<file path="src/rtl/load_store_unit.sv">
// load_store_unit: single-outstanding load/store sequencer between execute and a req/ack data bus.
module load_store_unit #(
  parameter int TIMEOUT = 16
) (
  input  logic        clk,
  input  logic        rst,
  input  logic        start,
  input  logic [6:0]  opcode,
  input  logic [2:0]  funct3,
  input  logic [31:0] addr,
  input  logic [31:0] wdata,
  output logic        busy,
  output logic        done,
  output logic        err,
  output logic [31:0] rdata,
  output logic        mem_req,
  output logic        mem_we,
  output logic [31:0] mem_addr,
  output logic [31:0] mem_wdata,
  output logic [3:0]  mem_be,
  input  logic        mem_ack,
  input  logic [31:0] mem_rdata
);
  localparam int CW = $clog2(TIMEOUT + 1);
  typedef enum logic [1:0] {IDLE, REQ, RESP} state_t;
  state_t r_state, w_next;
  logic r_st, r_err;
  logic [2:0] r_f3;
  logic [31:0] r_addr, r_wdata, r_rdata;
  logic [CW-1:0] r_cnt;
  logic w_is_ld, w_is_st, w_accept, w_bad_f3, w_mis, w_ill, w_timeout;
  logic [7:0] w_byte;
  logic [15:0] w_half;
  logic [31:0] w_ld;
  assign w_is_ld   = opcode == 7'b0000011;
  assign w_is_st   = opcode == 7'b0100011;
  assign w_accept  = start && r_state == IDLE && (w_is_ld || w_is_st);
  assign w_bad_f3  = w_is_ld ? (funct3 == 3'b011 || funct3[2:1] == 2'b11) : funct3 > 3'b010;
  assign w_mis     = (funct3[1:0] == 2'b01 && addr[0]) || (funct3[1:0] == 2'b10 && addr[1:0] != 2'b00);
  assign w_ill     = w_bad_f3 || w_mis;
  assign w_timeout = r_cnt == CW'(TIMEOUT - 1);
  assign w_byte = r_addr[1] ? (r_addr[0] ? mem_rdata[31:24] : mem_rdata[23:16])
                            : (r_addr[0] ? mem_rdata[15:8]  : mem_rdata[7:0]);
  assign w_half = r_addr[1] ? mem_rdata[31:16] : mem_rdata[15:0];
  assign w_ld   = r_f3[1:0] == 2'b00 ? {{24{~r_f3[2] & w_byte[7]}}, w_byte}
                : r_f3[1:0] == 2'b01 ? {{16{~r_f3[2] & w_half[15]}}, w_half} : mem_rdata;
  always_ff @(posedge clk or posedge rst)
    if (rst) r_state <= IDLE;
    else     r_state <= w_next;
  always_comb begin
    w_next = r_state;
    unique case (r_state)
      IDLE:    w_next = w_accept ? (w_ill ? RESP : REQ) : IDLE;
      REQ:     w_next = (mem_ack || w_timeout) ? RESP : REQ;
      RESP:    w_next = IDLE;
      default: w_next = IDLE;
    endcase
  end
  always_comb begin
    busy      = r_state != IDLE;
    done      = r_state == RESP;
    err       = done && r_err;
    rdata     = r_rdata;
    mem_req   = r_state == REQ;
    mem_we    = mem_req && r_st;
    mem_addr  = {r_addr[31:2], 2'b00};
    mem_wdata = r_f3[1:0] == 2'b00 ? {4{r_wdata[7:0]}}
              : r_f3[1:0] == 2'b01 ? {2{r_wdata[15:0]}} : r_wdata;
    mem_be    = !mem_we ? 4'b0000
              : r_f3[1:0] == 2'b00 ? 4'b0001 << r_addr[1:0]
              : r_f3[1:0] == 2'b01 ? (r_addr[1] ? 4'b1100 : 4'b0011) : 4'b1111;
  end
  always_ff @(posedge clk or posedge rst) begin
    if (rst) begin
      r_st    <= 1'b0;
      r_err   <= 1'b0;
      r_f3    <= '0;
      r_addr  <= '0;
      r_wdata <= '0;
      r_rdata <= '0;
      r_cnt   <= '0;
    end else if (w_accept) begin
      r_st    <= w_is_st;
      r_err   <= w_ill;
      r_f3    <= funct3;
      r_addr  <= addr;
      r_wdata <= wdata;
      r_cnt   <= '0;
    end else if (r_state == REQ) begin
      // an ack in the final wait cycle still wins over the timeout
      if (mem_ack) begin
        if (!r_st) r_rdata <= w_ld;
      end else if (w_timeout) r_err <= 1'b1;
      else r_cnt <= r_cnt + 1'b1;
    end
  end
endmodule
</file>
<file path="config.mk">
export PLATFORM = sky130hd
export DESIGN_NAME = load_store_unit
export DESIGN_NICKNAME = d
export VERILOG_FILES = /design/src/rtl/load_store_unit.sv
export SDC_FILE = /design/constraint.sdc
export NUM_CORES = 1
export LEC_CHECK = 0
export CORE_MARGIN = 1.5
export CORE_UTILIZATION = 44
export CTS_CLUSTER_DIAMETER = 100
export DETAILED_ROUTE_END_ITERATION = 10
export PLACE_DENSITY = 0.89
export SLEW_MARGIN = 40
export SYNTH_ARGS = -nofsm -noshare
export SYNTH_HDL_FRONTEND = slang
export SYNTH_SLANG_ARGS = --single-unit
export TNS_END_PERCENT = 20
</file>
<file path="constraint.sdc">
create_clock -name clk -period 4.4 [get_ports clk]
set_input_delay 0.66 -clock clk [delete_from_list [all_inputs] [get_ports clk]]
set_output_delay 0.66 -clock clk [all_outputs]
set_load 0.02 [all_outputs]
</file>
Yosys cells after proc, flatten, opt, wreduce, memory -nomap -nowiden. Cells that the tools add are included.

Output and inout port bits: 105. Flip-flop bits (word level): 108. Word-level logic and storage cells: 73. Input bits: 110.

Reduce and logical (&&, ||, !) cells: 20. Multiplexer cells: 25. $lt $le $gt $ge: 1. Add/sub/neg operators: 1. Shift-type cells: 1. Equality and inequality tests: 12. Bitwise gates (word level): 5.

Operator list (count): $mux 32 (4); $mux 8 (3); $mux 5 (4); $mux 16 (1); $mux 4 (4); $reduce_bool 2->1 (4); $eq 7x2->1 const B (1); $eq 7x6->1 const B (1); $eq 2x1->1 const B (3); $eq 2x2->1 const B (3); $logic_and 1x1->1 (6); $mux 2 (3); $reduce_and 3->1 (2); $add 5x1->5 const B (1); $eq 5x4->1 const B (1); $logic_or 1x1->1 (5); $mux 1 (5); $logic_not 2->1 (2); $pmux 2 s2 (1); $reduce_and 4->1 (1); $shl 1x2->4 const A (1); $eq 3x2->1 const B (1); $gt 3x2->1 const B (1); $not 1->1 (3); 3 further kinds (4).

Depth between registers and ports, before layout. Gate-level depths: netlist of the first run.

Depth in word-level cells: 7. Gate-level depth with buffers: 7. Mapped depth without buffers: 7.

Worst setup path after synthesis of the first run. OpenSTA, ideal clock, no wires.

Kind: reg-to-output. Start: register r_f3[1]. End: output mem_be[1]. Data required time: 3.740 ns. Slack: 2.333 ns. Stages on the path, launching flop included: 6. Arrival: 1.407 ns. Path through: dfrtp_1 > buf_2 > buf_1 > clkbuf_1 > nor2_1 > nor2_1.

Word-level cells in the longest chain between the ends: 4. Elaborated cells on any way between the ends: 5. Classes of those cells: eq/ne: 1; mux: 3; reduce/logical: 1.

RTL lines: from (decl) (RTL line 28) `logic [2:0] r_f3;`; from (signal assigned) (RTL line 85) `r_f3 <= funct3;`; $eq 2x1->1 (RTL line 71) `: r_f3[1:0] == 2'b01 ? (r_addr[1] ? 4'b1100 : 4'b0011) : 4'b1111;`; $mux 4 (RTL line 71); $mux 4 * (RTL line 70) `: r_f3[1:0] == 2'b00 ? 4'b0001 << r_addr[1:0]`; $mux 4 * (RTL line 69) `mem_be = !mem_we ? 4'b0000`; to (decl) (RTL line 20) `output logic [3:0] mem_be,`.

Mark *: on every way between the ends. The rest lies on a longest branch, timed or not.

Worst setup path in the final report of the first run.
Start: register r_addr[1]. End: output mem_be[0].

Word-level cells in the longest chain between the ends: 4. Elaborated cells on any way between the ends: 5. Classes of those cells: shift: 1; mux: 4.

RTL lines: from (decl) (RTL line 29) `logic [31:0] r_addr, r_wdata, r_rdata;`; from (signal assigned) (RTL line 86) `r_addr <= addr;`; $mux 4 (2 in series) (RTL line 71); $mux 4 * (RTL line 70); $mux 4 * (RTL line 69).

Marks and branches as above.

==> flow_summary.toml, run 1 <==
[status]
status = "complete, no violations"

[setup_path]
endpoint_kind = "output pin"
r2r_cells = 5
critical_path_class = "flip-flop to output pin"
rr_startpoint = "r_state[1]$_DFF_PP0_"
r2r_setup_slack_ns = 2.17
r2r_end = "rdata[6]$_DFFE_PP0P_"
crit_required_ns = 3.74
cp_max_fo = 19
cp_data_arrival_time_ns = 2.58
critPathLaunchType = "flip-flop"

[yosys]
synth_top_flop_cell = "dfrtp_1"
synth_edf_count = 0
synth-seq-cells = 108
yosysWarnings = 0
syn_area_um2 = 5570
synthCells = 620
yosys.area.top_type = "dfrtp_1"
synth_cell_types = 44
synth_area_per_cell_um2 = 8.98
seq_area_frac_synth_pct = 48.6
async_flop_share_pct = 100
synthTopCellsByArea = "dfrtp_1, nand2_1, buf_4"
synth_top_area_share_pct = 48.6

[power_and_ir_drop]
p_clk_share_pct = 29.7
pwr-share-comb_pct = 29.6
p_seq_share_pct = 40.8
p_int_mw = 2.04
swShare_pct = 30.3
p_sw_mw = 0.884
p_leak_nw = 3.62
finalPower_mw = 2.92
ir_drop_mv = 0.189
powerDensity_nw_per_um2 = 375

[placement]
dp_hpwl_um = 10600
dp_cells = 932
gp_congestion = 0.831
port_buffers = 212

[global_routing]
use_met1_pct = 30.7
track_usage_pct = 23.1
use_met3_pct = 4.65
grt_overflow = 0
grt_start_max_net_pins = 79
grt_pass1_vias = 4877
grt_pass1_wl_um = 24300
busiest_layer = "met2"
antenna_found_initial = 0
use_met2_pct = 37.4

[finish]
final_cell_mix = "nand2_1, clkdlybuf4s50_1, dfrtp_1"
diodes = 0
fin_cells = 948
nets = 887
register_area_um2 = 2700
multiInputGateArea_um2 = 2340
final_common_cell = "nand2_1"
syn_to_final_growth_pct = 40.0
final_util_pct = 64.1
drive_above_1_share_pct = 8.21
n_fill_cell = 994

[drt]
antenna_left = 0
via_per_inst = 5.24
drt_iter0_drc = 405
dr.pass1.iters = 5
vias = 4970
routed_wl_um = 15000
drcViolationCount = 0
wl_per_cell_um = 15.9

[hold_path]
hp-start = "r_addr[10]$_DFFE_PP0N_"
whs_endpoint = "r_addr[10]$_DFFE_PP0N_"
hp-class = "flip-flop to flip-flop"
worstHoldPathCells = 2

[die]
core-area_um2 = 12200
dieArea_um2 = 13300
dieWidth_um = 115
placementRows = 40
io_pins = 215
die_y_um = 115
initial_core_util_pct = 45.8

[timing]
rsz0062_at_grt = "false"
hold_violations = 0
relSlewSlack_pct = 47.2
final.setup_skew_ns = 0.00588
fin_crit_ns = 3.24
worst_pin_slew_ns = 0.792
slew_viol_final = 0
finalSetupViolations = 0
min_period_over_period_pct = 73.7
finalSetupTns_ns = 0
max_freq_mhz = 308

[cts]
tritoncts = "yes"
numCtsBuffers = 9
cts_sinks = 108
clock_tree.root_cell = "clkbuf_16"
postCtsSetupBuffers = 0
clockBufferDepth = 2
htree_levels = 3
clk_latency_ns = 0.35
cts-resized-gates = 0
cts.clk_slew.worst_paths_ns = 0.07
hold_buffers = 0

[job]
maxCapViolations = 0
how the worst max path moves through the flow:
stage / to / cells after the start / startpoint
2_1_floorplan: r_addr[0]$_DFFE_PP0N_ / 1 / rst
3_3_place_gp: mem_be[0] / 4 / r_addr[1]$_DFFE_PP0N_
3_5_place_dp: mem_be[0] / 4 / r_addr[1]$_DFFE_PP0N_
4_1_cts: mem_be[0] / 4 / r_addr[1]$_DFFE_PP0N_
5_1_grt: mem_be[0] / 4 / r_addr[1]$_DFFE_PP0N_
6_report: mem_be[0] / 4 / r_addr[1]$_DFFE_PP0N_
power by group through the flow:
stage / clock network (mW) / logic, mW / registers (mW)
3_5_place_dp: 0 / 0.862 / 1.21
3_3_place_gp: 0 / 0.845 / 1.20
2_1_floorplan: 0 / 0.506 / 1.21
5_1_grt: 0.920 / 0.928 / 1.21
4_1_cts: 0.878 / 0.867 / 1.19
6_report: 0.866 / 0.863 / 1.19
stage by stage:
step           setup WS [ns]  hold slack [ns]  instance area (um2)
6_report                1.16            0.475                 7790
5_1_grt                0.984            0.486                 7790
4_1_cts                 1.15            0.479                 7790
3_5_place_dp            1.55            0.462                 7460
3_3_place_gp            1.62            0.452                 7460
2_1_floorplan          0.894            0.440                 5570
layout make-up:
type | instances | area share, %
Timing Repair Buffer | 220 | 28.0
Multi-Input combinational cell | 429 | 30.0
Inverter | 7 | 0.402
Tap cell | 168 | 2.70
Clock buffer | 13 | 3.60
Sequential cell | 108 | 34.7
Clock inverter | 3 | 0.546
critical path: stages (launching register included):
cell and delay [ns]:
dfrtp_1 0.71, clkinv_1 0.64, a21oi_1 0.29, nor2_1 0.06, clkdlybuf4s50_1 0.55
registers in the layout, indices dropped and copies added, names as in the netlist:
name	flops
r_f3	3
r_wdata	32
r_st	1
r_cnt	5
rdata	32
r_err	1
r_addr	32
r_state	2
synth_stat cells (2+ instances only):
master,n
buf_6,4
a21oi_2,5
mux2i_1,10
mux4_2,8
a221oi_1,7
nand4_1,2
a22oi_1,8
a21oi_1,31
a211oi_1,2
buf_1,3
nand3_1,2
nand2_1,234
buf_2,19
a22o_1,15
inv_1,6
buf_4,43
o21ai_0,14
xor2_1,2
mux2_2,16
dfrtp_1,108
ha_1,2
a21o_1,3
nor2b_1,2
clkbuf_1,8
nor2_1,47
kinds of logic (layout without fill, tap and decap cells):
group | count (synthesis) | after routing | synth area share [%]
muxes | 34 | 34 | 8.27
xor gates and xnor gates | 3 | 3 | 0.472
buffers and inverters | 84 | 243 | 9.53
adders and majority gates | 2 | 2 | 0.450
AOI/OAI and AO/OA | 90 | 90 | 11.0
DFF | 108 | 108 | 48.6
other | 1 | 2 | 0.0674
and+or+nand+nor | 298 | 298 | 21.6
layer usage:
metal,wire length (um),up-vias
met5,0,-
met4,363,0
met1,6310,2385
li1,-,2312
met2,7260,245
met3,1100,28
Note: power is estimated with default switching activity, not from simulation.
==> inputs of run 2 (changes only) <==
Clock period 4.4 ns to 3.3 ns, I/O delays scaled along.
==> run 2 against run 1 <==
Combinational power up 34%. Utilization up 0.20 points. Sequential share of layout area down 0.11 points. Clock skew up 0.0032 ns. Cell count up 0.21%. Global-route usage down 0.11 points. Worst hold slack worse by 0.063 ns. Critical path type unchanged. Flip-flop and latch count unchanged. Die area unchanged.
==> flow_summary.toml, run 2 (synthesis results as in run 1) <==
[cts]
cts.clk_slew.worst_paths_ns = 0.08
htree_levels = 3
clock_tree.root_cell = "clkbuf_16"
clockBufferDepth = 2
clk_latency_ns = 0.36
tritoncts = "yes"
postCtsSetupBuffers = 0
numCtsBuffers = 9
cts-resized-gates = 0
cts_sinks = 108
hold_buffers = 0

[setup_path]
cp_data_arrival_time_ns = 2.28
critPathLaunchType = "flip-flop"
cp_max_fo = 19
crit_required_ns = 2.80
critical_path_class = "flip-flop to output pin"
endpoint_kind = "output pin"

[timing]
slew_viol_final = 0
hold_violations = 0
final.setup_skew_ns = 0.00904
hold_slack_ns = 0.412
worst_pin_slew_ns = 0.695
finalSetupTns_ns = 0
rsz0062_at_grt = "false"
min_period_over_period_pct = 84.0
finalSetupViolations = 0
relSlewSlack_pct = 53.6
max_freq_mhz = 361
fin_crit_ns = 2.77

[finish]
drive_above_1_share_pct = 8.44
final_util_pct = 64.2
final_common_cell = "nand2_1"
final_cell_mix = "nand2_1, clkdlybuf4s50_1, dfrtp_1"
nets = 889
syn_to_final_growth_pct = 40.4
diodes = 0

[placement]
gp_congestion = 0.799
port_buffers = 212
dp_hpwl_um = 10600

[power_and_ir_drop]
powerDensity_nw_per_um2 = 484
p_leak_nw = 3.62
finalPower_mw = 3.78
ir_drop_mv = 0.356

[die]
dieArea_um2 = 13300
io_pins = 215
placementRows = 40
core-area_um2 = 12200
dieWidth_um = 115
die_y_um = 115
initial_core_util_pct = 45.8

[global_routing]
grt_pass1_wl_um = 24000
track_usage_pct = 23.0
grt_overflow = 0
grt_pass1_vias = 4781
antenna_found_initial = 0
grt_start_max_net_pins = 63

[job]
maxCapViolations = 0

[drt]
drcViolationCount = 0
routed_wl_um = 15000
via_per_inst = 5.11
drt_iter0_drc = 406
wl_per_cell_um = 15.8
antenna_left = 0
dr.pass1.iters = 4
vias = 4853

[status]
status = "complete, no violations"

[hold_path]
hp-class = "input pin to asynchronous set/reset pin"
-- run 2: cell type report --
| cell class | instances | area (um2) |
|---|---|---|
| Inverter | 7 | 30.0 |
| Sequential cell | 108 | 2700 |
| Timing Repair Buffer | 222 | 2250 |
| Multi-Input combinational cell | 429 | 2340 |
| Clock buffer | 9 | 225 |
| Tap cell | 168 | 210 |
| Fill cell | 992 | 4350 |
| Clock inverter | 7 | 57.6 |
-- run 2: layer usage --
| metal | global-route usage [%] | vias up | share of wire (%) |
|---|---|---|---|
| li1 | - | 2313 | - |
| met2 | 37.9 | 211 | 48 |
| met1 | 29.5 | 2303 | 43 |
| met4 | 7.90 | 0 | 2.3 |
| met5 | 0 | - | 0 |
| met3 | 6.12 | 26 | 7.2 |
-- run 2: final timing paths --
path                                        start                 endpoint  slack (ns)  depth (start not counted)
max                         r_addr[1]$_DFFE_PP0N_                mem_be[0]        0.53                          5
max in group asynchronous                     rst  r_wdata[24]$_DFFE_PP0N_        2.14                          3
max reg2reg                 r_addr[1]$_DFFE_PP0N_    rdata[30]$_DFFE_PP0P_        1.13                          3
min in group clk           r_addr[22]$_DFFE_PP0N_   r_addr[22]$_DFFE_PP0N_        0.48                          2
min                                           rst   r_addr[25]$_DFFE_PP0N_        0.41                          2
min reg2reg                r_addr[22]$_DFFE_PP0N_   r_addr[22]$_DFFE_PP0N_        0.48                          2
-- run 2: stage by stage --
stage	setup WS, ns	area (um2)	instances
after floorplan	1.40	5570	621
after global placement	0.937	7530	934
after detailed placement	0.912	7530	934
after CTS	0.519	7810	950
after global routing	0.383	7810	950
final	0.527	7810	950
-- run 2: critical path, cell delays in order (launching register included) --
cell and delay [ns]:
dfrtp_1 0.74, clkinv_1 0.16, buf_4 0.24, a21oi_1 0.15, nor2_1 0.06, clkdlybuf4s50_1 0.57
-- run 2: power by group --
group          internal, mW  switching [mW]
clock network         0.523           0.513
registers              1.47           0.112
logic                 0.579           0.581
==> inputs of run 3 (changes only) <==
Clock period 3.3 ns to 2.7 ns, I/O delays scaled along.
==> run 3 against run 2 <==
Combinational power grew 23%. Count of clock-buffer cells in the layout grew 1. Highest routed layer unchanged. Cell area grew 0.69%.
==> flow_summary.toml, run 3 (synthesis results as in run 1) <==
[power_and_ir_drop]
pwr-share-comb_pct = 30.9
p_leak_nw = 3.65
p_int_mw = 3.17
p_sw_mw = 1.47
p_seq_share_pct = 41.7
ir_drop_mv = 0.501
powerDensity_nw_per_um2 = 590
swShare_pct = 31.6
p_clk_share_pct = 27.4

[drt]
drt_iter0_drc = 558
drcViolationCount = 0
routed_wl_um = 15400
vias = 4927
via_per_inst = 5.16
wl_per_cell_um = 16.1
antenna_left = 0
dr.pass1.iters = 5

[timing]
finalSetupTns_ns = 0
fin_ws_ns = 0.207
rsz0062_at_grt = "false"
relSlewSlack_pct = 50.1
final.setup_skew_ns = 0.00742
finalSetupViolations = 0
worst_pin_slew_ns = 0.745
fin_crit_ns = 2.49
slew_viol_final = 0
max_freq_mhz = 401
min_period_over_period_pct = 92.3
hold_violations = 0

[job]
maxCapViolations = 0

[cts]
postCtsSetupBuffers = 0
clock_tree.root_cell = "clkbuf_16"
clockBufferDepth = 2
cts-resized-gates = 0
tritoncts = "yes"
hold_buffers = 0
cts_sinks = 108
htree_levels = 3
cts.clk_slew.worst_paths_ns = 0.07
clk_latency_ns = 0.35
numCtsBuffers = 9

[finish]
drive_above_1_share_pct = 9.02
n_fill_cell = 982
syn_to_final_growth_pct = 41.4
final_cell_mix = "nand2_1, clkdlybuf4s50_1, dfrtp_1"
nets = 894
final_common_cell = "nand2_1"
diodes = 0

[global_routing]
grt_start_max_net_pins = 63
grt_pass1_wl_um = 24600
grt_overflow = 0
grt_pass1_vias = 4976
antenna_found_initial = 0
track_usage_pct = 23.6

[setup_path]
worstPathCellList = "clkinv_1 -> a21oi_1 -> nor2_1 -> clkdlybuf4s50_1"
rr_startpoint = "r_addr[1]$_DFFE_PP0N_"
slowest_delay_ns = 0.72
crit_required_ns = 2.30
cp_data_arrival_time_ns = 2.09
endpoint_kind = "output pin"
path_buf_inv = 2
critical_path_class = "flip-flop to output pin"
cp_max_fo = 14
crit_start = "r_addr[1]$_DFFE_PP0N_"
slowest_stage = "dfrtp_1"
critPathLaunchType = "flip-flop"
critPathTopFamily = "buffers and inverters"

[die]
core-area_um2 = 12200
io_pins = 215
die_y_um = 115
dieWidth_um = 115
initial_core_util_pct = 45.8
placementRows = 40
dieArea_um2 = 13300

[status]
status = "complete, no violations"

[placement]
dp_hpwl_um = 10800
gp_congestion = 0.832
pre_cts_slack_ns = 0.466
port_buffers = 212

[hold_path]
hp-start = "r_addr[11]$_DFFE_PP0N_"
hp-class = "flip-flop to flip-flop"
==> run 3: cell count changes in the layout (fill, tap and decap cells not counted), sizes merged <==
| cell | change |
|---|---|
| buf | +5 |
| inv | -1 |
| clkinv | +1 |
| clkbuf | +1 |
| clkinvlp | -1 |
==> run 3: cell type report <==
type	count	area, um2	share of cell area (%)
clock inverters	6	47.5	0.604
inverters	7	30.0	0.382
flip-flops and latches	108	2700	34.4
multi-input cells	429	2340	29.7
well taps	168	210	2.67
clock buffers	10	239	3.04
repair buffers	227	2300	29.2
==> run 3: final timing paths <==
| kind | depth (start not counted) | end | slack [ns] |
|---|---|---|---|
| worst max-delay path | 4 | mem_be[0] | 0.21 |
| worst min-delay path | 2 | r_addr[11]$_DFFE_PP0N_ | 0.47 |
| worst max register to register | 3 | rdata[25]$_DFFE_PP0P_ | 0.57 |
| worst min register to register | 2 | r_addr[11]$_DFFE_PP0N_ | 0.47 |
| max in group asynchronous | 3 | r_f3[1]$_DFFE_PP0N_ | 1.89 |
| min in group asynchronous | 3 | r_state[1]$_DFF_PP0_ | 0.48 |
==> run 3: power groups by stage <==
stage / registers (mW) / clock network, mW / logic (mW)
6_report: 1.94 / 1.27 / 1.43
5_1_grt: 1.96 / 1.36 / 1.54
4_1_cts: 1.93 / 1.30 / 1.44
3_5_place_dp: 1.96 / 0 / 1.43
3_3_place_gp: 1.95 / 0 / 1.40
2_1_floorplan: 1.97 / 0 / 0.825
==> run 3: per-layer routing <==
metal  track usage [%]  vias up  wire, um
li1                  -     2321         -
met2              39.6      216      7550
met3              5.65       35      1200
met1              30.1     2355      6260
met5                 0        -         0
met4              7.98        0       365
==> run 3: worst reg2reg max path, stage by stage (launching register included) <==
cell	delay, ns
dfrtp_1	0.72
mux4_2	0.63
a21oi_4	0.48
a21oi_1	0.16
==> run 3: through the flow <==
stage / utilization, % / cells / hold WS, ns / cell area [um2] / total power, mW
after floorplan: - / 621 / 0.440 / 5570 / 2.80
after global placement: 62.3 / 939 / 0.453 / 7580 / 3.36
after detailed placement: 62.3 / 939 / 0.458 / 7580 / 3.39
after CTS: 64.7 / 955 / 0.480 / 7870 / 4.67
after global routing: 64.7 / 955 / 0.499 / 7870 / 4.87
final: 64.7 / 955 / 0.475 / 7870 / 4.64
